## src/rtl/fifo_rd_pkg.sv

```systemverilog
// fifo_reader shared types and constants.
// Imported by the skid buffer and the top level.
package fifo_rd_pkg;

  typedef enum logic [1:0] {
    IDLE   = 2'd0,
    ACTIVE = 2'd1,
    DRAIN  = 2'd2
  } rd_state_e;

  localparam int FIFO_RD_LAT = 1;
  localparam int BUF_DEPTH   = 2;
  localparam int DEF_DATA_W  = 32;

  // True when one more read fits after this cycle's pop.
  function automatic logic has_credit(
    input logic [1:0] occ,
    input logic       infl,
    input logic       pop
  );
    logic [2:0] sum;
    sum = {1'b0, occ} + {2'b0, infl} - {2'b0, pop};
    return sum < 3'(BUF_DEPTH);
  endfunction

endpackage

```

## src/rtl/fifo_rd_skid.sv

```systemverilog
// Two-entry ordered buffer for fifo_reader.
// head_q is always the oldest word.
module fifo_rd_skid
  import fifo_rd_pkg::*;
#(
  parameter int DATA_W = DEF_DATA_W
) (
  input  logic              clk_i,
  input  logic              rst_ni,
  input  logic              push_i,
  input  logic              pop_i,
  input  logic [DATA_W-1:0] data_i,
  output logic [DATA_W-1:0] data_o,
  output logic [1:0]        occ_o
);

  logic [DATA_W-1:0] head_q, head_d;
  logic [DATA_W-1:0] tail_q, tail_d;
  logic [1:0]        occ_q, occ_d;

  always_comb begin
    head_d = head_q;
    tail_d = tail_q;
    occ_d  = occ_q;
    unique case (occ_q)
      2'd0: begin
        if (push_i) begin
          head_d = data_i;
          occ_d  = 2'd1;
        end
      end
      2'd1: begin
        unique case ({push_i, pop_i})
          2'b10: begin
            tail_d = data_i;
            occ_d  = 2'd2;
          end
          2'b01: occ_d = 2'd0;
          2'b11: head_d = data_i;
          default: ;
        endcase
      end
      default: begin
        if (pop_i) begin
          head_d = tail_q;
          if (push_i) tail_d = data_i;
          else        occ_d  = 2'd1;
        end
      end
    endcase
  end

  always_ff @(posedge clk_i or negedge rst_ni) begin
    if (!rst_ni) begin
      head_q <= '0;
      tail_q <= '0;
      occ_q  <= 2'd0;
    end else begin
      head_q <= head_d;
      tail_q <= tail_d;
      occ_q  <= occ_d;
    end
  end

  assign data_o = head_q;
  assign occ_o  = occ_q;

endmodule

```

## src/rtl/fifo_reader.sv

```systemverilog
// FIFO read-side controller: RD/EMPTY in, valid/ready out.
// Optional pop counter under FIFO_RD_CNT_EN.
module fifo_reader
  import fifo_rd_pkg::*;
#(
  parameter int DATA_W = DEF_DATA_W,
  parameter int CNT_W  = 16
) (
  input  logic              clk,
  input  logic              reset,
  input  logic              EN,
  input  logic              EMPTY,
  input  logic [DATA_W-1:0] fifo_data,
  output logic              RD,
  output logic              m_valid,
  output logic [DATA_W-1:0] m_data,
  input  logic              m_ready,
  output logic              busy,
  output logic [CNT_W-1:0]  rd_count
);

  rd_state_e              state_q, state_d;
  logic [FIFO_RD_LAT-1:0] infl_q;
  logic [1:0]             occ;
  logic                   pop;
  logic                   rd;

  assign m_valid = (occ != 2'd0);
  assign pop     = m_valid & m_ready;

  always_comb begin
    state_d = state_q;
    rd      = 1'b0;
    busy    = 1'b1;
    unique case (state_q)
      IDLE: begin
        busy = 1'b0;
        if (EN) state_d = ACTIVE;
      end
      ACTIVE: begin
        rd = EN & ~EMPTY & has_credit(occ, infl_q[0], pop);
        if (!EN) state_d = DRAIN;
      end
      DRAIN: begin
        if (EN) state_d = ACTIVE;
        else if (occ == 2'd0 && !infl_q[0]) state_d = IDLE;
      end
      default: state_d = IDLE;
    endcase
  end

  always_ff @(posedge clk or negedge reset) begin
    if (!reset) begin
      state_q <= IDLE;
      infl_q  <= '0;
    end else begin
      state_q <= state_d;
      infl_q  <= rd;
    end
  end

  // A returning word always lands; credit reserved its slot.
  fifo_rd_skid #(
    .DATA_W (DATA_W)
  ) u_skid (
    .clk_i  (clk),
    .rst_ni (reset),
    .push_i (infl_q[0]),
    .pop_i  (pop),
    .data_i (fifo_data),
    .data_o (m_data),
    .occ_o  (occ)
  );

  assign RD = rd;

`ifdef FIFO_RD_CNT_EN
  logic [CNT_W-1:0] cnt_q, cnt_d;

  assign cnt_d = pop ? cnt_q + 1'b1 : cnt_q;

  always_ff @(posedge clk or negedge reset) begin
    if (!reset) cnt_q <= '0;
    else        cnt_q <= cnt_d;
  end

  assign rd_count = cnt_q;
`else
  assign rd_count = '0;
`endif

endmodule

```

## config.mk

```make
export PLATFORM = sky130hd
export DESIGN_NAME = fifo_reader
export DESIGN_NICKNAME = d
export VERILOG_FILES = /design/src/rtl/fifo_rd_pkg.sv /design/src/rtl/fifo_rd_skid.sv /design/src/rtl/fifo_reader.sv
export SDC_FILE = /design/constraint.sdc
export NUM_CORES = 1
export LEC_CHECK = 0
export CAP_MARGIN = 20
export CORE_ASPECT_RATIO = 2
export CORE_MARGIN = 5
export CORE_UTILIZATION = 35
export CTS_CLUSTER_SIZE = 12
export DETAILED_ROUTE_END_ITERATION = 10
export DONT_BUFFER_PORTS = 1
export HOLD_SLACK_MARGIN = 0.05
export SYNTH_ARGS = -nofsm -noshare
export SYNTH_HDL_FRONTEND = slang
export SYNTH_SLANG_ARGS = --single-unit
```

## constraint.sdc

```tcl
create_clock -name clk -period 4.7 [get_ports clk]
set_input_delay 0.94 -clock clk [delete_from_list [all_inputs] [get_ports clk]]
set_output_delay 0.94 -clock clk [all_outputs]
set_load 0.005 [all_outputs]
```

## Word level (Yosys, flattened, before mapping)

Cells that the tools add are included.

| word-level totals | value |
|---|---|
| flip-flop bits (word level) | 69 |
| input port bits | 37 |
| output and inout port bits | 51 |
| logic and storage cells | 58 |

| operators by class | value |
|---|---|
| $add $sub $neg | 2 |
| $lt $le $gt $ge | 1 |
| eq/ne operators | 14 |
| muxes and demuxes | 19 |
| bitwise gates (word level) | 5 |
| reduce and logical (&&, ||, !) cells | 12 |

Operators with widths:

| operator | count |
|---|---|
| 32-bit 2-to-1 mux | 5 |
| 32-bit case mux with 2 select lines | 2 |
| 2-bit 2-to-1 mux | 7 |
| 2-bit != test (second input constant) | 5 |
| 2-bit case mux with 2 select lines | 2 |
| 4-bit AND reduction | 2 |
| 2-bit by 1-bit equality test with 1-bit output (second input constant) | 3 |
| 2-bit equality test (second input constant) | 3 |
| 3-bit != test (second input constant) | 2 |
| 2-bit case mux with 3 select lines | 1 |
| 3-bit AND reduction | 2 |
| 2-bit nonzero test | 3 |
| 2-bit zero test | 2 |
| 2-bit by 1-bit adder with 3-bit output | 1 |
| 1-bit bitwise AND | 3 |
| 3-bit by 2-bit < comparator with 1-bit output (second input constant) | 1 |
| 3-bit by 1-bit != test with 1-bit output (second input constant) | 1 |
| 3-bit nonzero test | 1 |
| 3-bit by 1-bit subtractor with 3-bit output | 1 |
| 1-bit 2-to-1 mux | 2 |
| 1-bit inverter | 2 |
| 1-bit logical AND | 1 |
| 1-bit zero test | 1 |

## Depth between registers and ports, before layout

| depth | value |
|---|---|
| depth after elaboration | 6 |
| mapped depth | 8 |
| gate-level depth less buffers | 6 |

## Hierarchy

Synthesis repeated with hierarchy kept, for this count alone.

| unflattened totals | value |
|---|---|
| cell total of the unflattened synthesis | 373 |
| area, all modules | 4190.3 sq um |

Modules (own cells, without submodules):

| module | instances | cells an instance | area each (sq um) | sequential area each (sq um) |
|---|---|---|---|---|
| fifo_rd_skid | 1 | 337 | 3866.2 | 1651.6 |
| fifo_reader | 1 | 36 | 324.1 | 75.1 |

## Worst setup path before layout

No wires, ideal clock.

| timing path | value |
|---|---|
| kind | input port to output port |
| from | input m_ready |
| to | output RD |
| data arrival time | 2.016 ns |
| required time | 3.760 ns |
| slack | 1.744 ns |
| stages on the path | 6 |
| path buffers | 0 |
| cell sequence | nand2_1 nor2_1 o21ai_0 fa_1 xor2_1 nor3_1 |

| on the way | value |
|---|---|
| cells in the longest elaborated chain, start to end | 5 |

Ends and longest elaborated chain:

| what | line | source |
|---|---|---|
| start: declaration | fifo_reader.sv:17 | `input logic m_ready,` |
| 1-bit bitwise AND | fifo_reader.sv:29 | `assign pop = m_valid & m_ready;` |
| 3-bit by 1-bit subtractor with 3-bit output | fifo_rd_pkg.sv:22 | `sum = {1'b0, occ} + {2'b0, infl} - {2'b0, pop};` |
| 3-bit by 2-bit < comparator with 1-bit output | fifo_rd_pkg.sv:23 | `return sum < 3'(BUF_DEPTH);` |
| 1-bit bitwise AND | fifo_reader.sv:41 | `rd = EN & ~EMPTY & has_credit(occ, infl_q[0], pop);` |
| 1-bit 2-to-1 mux | fifo_reader.sv:35 | `unique case (state_q)` |
| end: declaration | fifo_reader.sv:14 | `output logic RD,` |

Every way passes these cells.

## Final worst setup path

| timing path | value |
|---|---|
| from | register u_skid.occ_q[1], in the netlist u_skid.occ_o[1] |
| to | output RD |

| on the way | value |
|---|---|
| cells in the longest elaborated chain, start to end | 6 |
| elaborated cells on any way between the ends | 7 |
| classes of those cells | add/sub (2); order compare (1); mux (1); bitwise (2); reduce/logical (1) |

Ends and longest elaborated chain:

| what | line | source |
|---|---|---|
| start: declaration | fifo_rd_skid.sv:19 | `logic [1:0] occ_q, occ_d;` |
| start signal: assignment | fifo_rd_skid.sv:57 | `occ_q <= 2'd0;` |
| start signal: assignment | fifo_rd_skid.sv:61 | `occ_q <= occ_d;` |
| parallel branches: the longest is 2 deep, another holds 2-bit by 1-bit adder with 3-bit output | - |  |
| 3-bit by 1-bit subtractor with 3-bit output (*) | fifo_rd_pkg.sv:22 |  |
| 3-bit by 2-bit < comparator with 1-bit output (*) | fifo_rd_pkg.sv:23 |  |
| 1-bit bitwise AND (*) | fifo_reader.sv:41 |  |
| 1-bit 2-to-1 mux (*) | fifo_reader.sv:35 |  |

Mark *: on every way between the ends.

==> metrics <==
DRT iter0 DRCs 149; Worst EP arrival 2.55 ns; deepest clock path buffer count 2; critical path capture point type primary output; Detailed Route WL 7110 µm; combinational share of power 0.155; Yosys reg bits 69; post-CTS setup buffers 0; total track usage 0.125; Die X 81.0 µm; Post-synth ARST share 1.00; post-layout minimum cycle time 3.49 ns; Ports 88; gp weighted congestion 0.680; port bufs 0; top achievable clock speed 286 MHz; Yosys Warn Count 0; wire length per cell 18.0 µm; HPWL Detailed 4850 µm; CP startpoint u_skid.occ_o[1]; die height 152 µm; syn_area_per_cell 13.6 µm²; DRC 0; H-tree levels 3; critical path startpoint category flop; Crit Path Max Fanout 35; row count 52; Max Cap Viol 0; root buffer cell clkbuf_16; Clock Sinks 69; Leak 1.64 nW; area added between synthesis and finish 8.23%; r2r worst-path depth 4; cts hold-fix bufs 0; P per Cell Area 518 nW/µm²; Worst Path Required 3.76 ns; P_sw 0.497 mW; Slew Limit Headroom 0.381; final worst setup slack 1.21 ns; vias per inst 4.96; R2R Setup Slk 1.84 ns; DRT antenna net count 0; CP endpoint RD; Clock Latency Late Sink 0.33 ns; initial antenna violation count 0; internal power 1.48 mW; Finish-stage setup viols 0; Clock transition at path regs 0.05 ns; EDFF count, synth 0; part of the cycle the worst path needs 0.743; core area 10000 µm²; total negative slack 0 ns; most frequent cells in the layout dfrtp_1, mux2_2, mux2_4, conb_1, mux2_1; CTS Buf Count 9; final net count 293; Gate Count Post-Synth 259; Reg-to-Reg End u_skid.tail_q[12]; Unique masters post-synth 31; Worst path max stage delay 0.87 ns; critical setup path kind flop to primary output; clock power share 0.357; RSZ-0062 raised after global routing false; die area 12300 µm²; Sw Share 0.251; register area share after synthesis 0.490; starting density of the core 0.352; Flop pwr share 0.488; layout cells sized above 1 0.392; ant diodes 0; peak supply drop 213 µV; first-pass GRT wire length 11500 µm; Final Hold Viols 0; post-CTS sizing 0; CTS tree done; Synth Flop Type dfrtp_1; HP Class input port to asynchronous set/reset pin; slowest CP cell dfrtp_2; Cell Chain, Critical Path nand2_1 > nor2_1 > o21ai_0 > fa_1 > xor2_1 > nor3_1; remaining global-route overflow 0; area of the mapped netlist 3530 µm²; Initial DRT Pass Iterations 4; Power Total 1.98 mW; status complete, no violations; Place WS 1.53 ns; largest net degree at the start of global routing 70; vias in the first global route 2148; Final Slew Violations 0; most common cell after layout, fill and taps aside dfrtp_1; vias 1961; final clock skew 0.00588 ns; reg2reg start u_skid.occ_o[1]; Slew @ Worst Pin 0.928 ns
-- cell type report --
| cell class | instances | area, µm² |
|---|---|---|
| Inverter | 1 | 3.75 |
| Sequential cell | 69 | 1730 |
| Fill cell | 977 | 6200 |
| Timing Repair Buffer | 3 | 22.5 |
| Tap cell | 135 | 169 |
| Clock inverter | 3 | 42.5 |
| Clock buffer | 13 | 270 |
| Multi-Input combinational cell | 171 | 1580 |
-- worst max-delay path: cells and delay by family, from the launching register on --
kind / cells / cell delay [ns]
AOI/OAI and AO/OA: 1 / 0.14
adders and majority gates: 1 / 0.43
xor gates and xnor gates: 1 / 0.15
DFF: 1 / 0.87
and+or+nand+nor: 3 / 0.61
-- flip-flops by register name, summed over array words and instances (netlist names) --
name / cells
u_skid.data_o: 32
u_skid.tail_q: 32
state_q: 2
infl_q: 1
u_skid.occ_o: 2
-- cell usage after synthesis, types with 3 or more instances --
library cell	n	area (µm²)
dfrtp_1	69	1730
mux2_2	53	597
mux2_4	20	300
buf_4	17	128
mux2_1	15	169
a21oi_1	11	55.1
or2_2	9	56.3
nand4b_1	8	70.1
o211ai_1	8	60.1
o22ai_1	8	50.1
buf_6	6	67.6
buf_2	5	25.0
o21ai_0	4	20.0
clkbuf_1	3	11.3
-- worst min path at each step --
stage                                    to  slack (ns)  cells after the start
after floorplan                  state_q[0]        0.45                      1
after global placement           state_q[0]        0.47                      1
after detailed placement         state_q[0]        0.48                      1
after CTS                  u_skid.tail_q[9]        0.28                      0
after global routing       u_skid.tail_q[9]        0.28                      0
final                     u_skid.data_o[14]        0.30                      0
-- stage by stage --
stage / util / hold slack [ns] / cells / instance area [µm²]
3_3_place_gp: 0.350 / 0.469 / 379 / 3500
2_1_floorplan: - / 0.450 / 274 / 3580
6_report: 0.381 / 0.302 / 395 / 3820
4_1_cts: 0.381 / 0.285 / 395 / 3820
3_5_place_dp: 0.350 / 0.484 / 379 / 3500
5_1_grt: 0.381 / 0.280 / 395 / 3820
-- cell families (layout without fill, tap and decap cells) --
| logic type | count (synthesis) | after routing | share of synthesized area |
|---|---|---|---|
| AO/OA/AOI/OAI | 35 | 35 | 0.0621 |
| adder cells (fa/ha/maj) | 1 | 1 | 0.00568 |
| buffers and inverters | 34 | 20 | 0.0781 |
| flip-flops | 69 | 69 | 0.490 |
| multiplexers | 88 | 88 | 0.302 |
| other | 1 | 16 | 0.00106 |
| AND/OR/NAND/NOR | 30 | 30 | 0.0585 |
| XOR/XNOR | 1 | 1 | 0.00248 |
-- layer usage --
metal  wire length, µm  track usage
met5                 0            0
met4               248       0.0725
met3               585       0.0527
met2              3730        0.201
met1              2550        0.133
-- power by group through the flow --
stage | logic [mW] | clock network, mW | registers (mW)
3_3_place_gp | 0.302 | 0 | 0.974
2_1_floorplan | 0.310 | 0 | 0.915
4_1_cts | 0.312 | 0.728 | 0.972
5_1_grt | 0.344 | 0.754 | 0.995
6_report | 0.307 | 0.706 | 0.965
3_5_place_dp | 0.313 | 0 | 0.979
(Power assumes the default switching activity.)
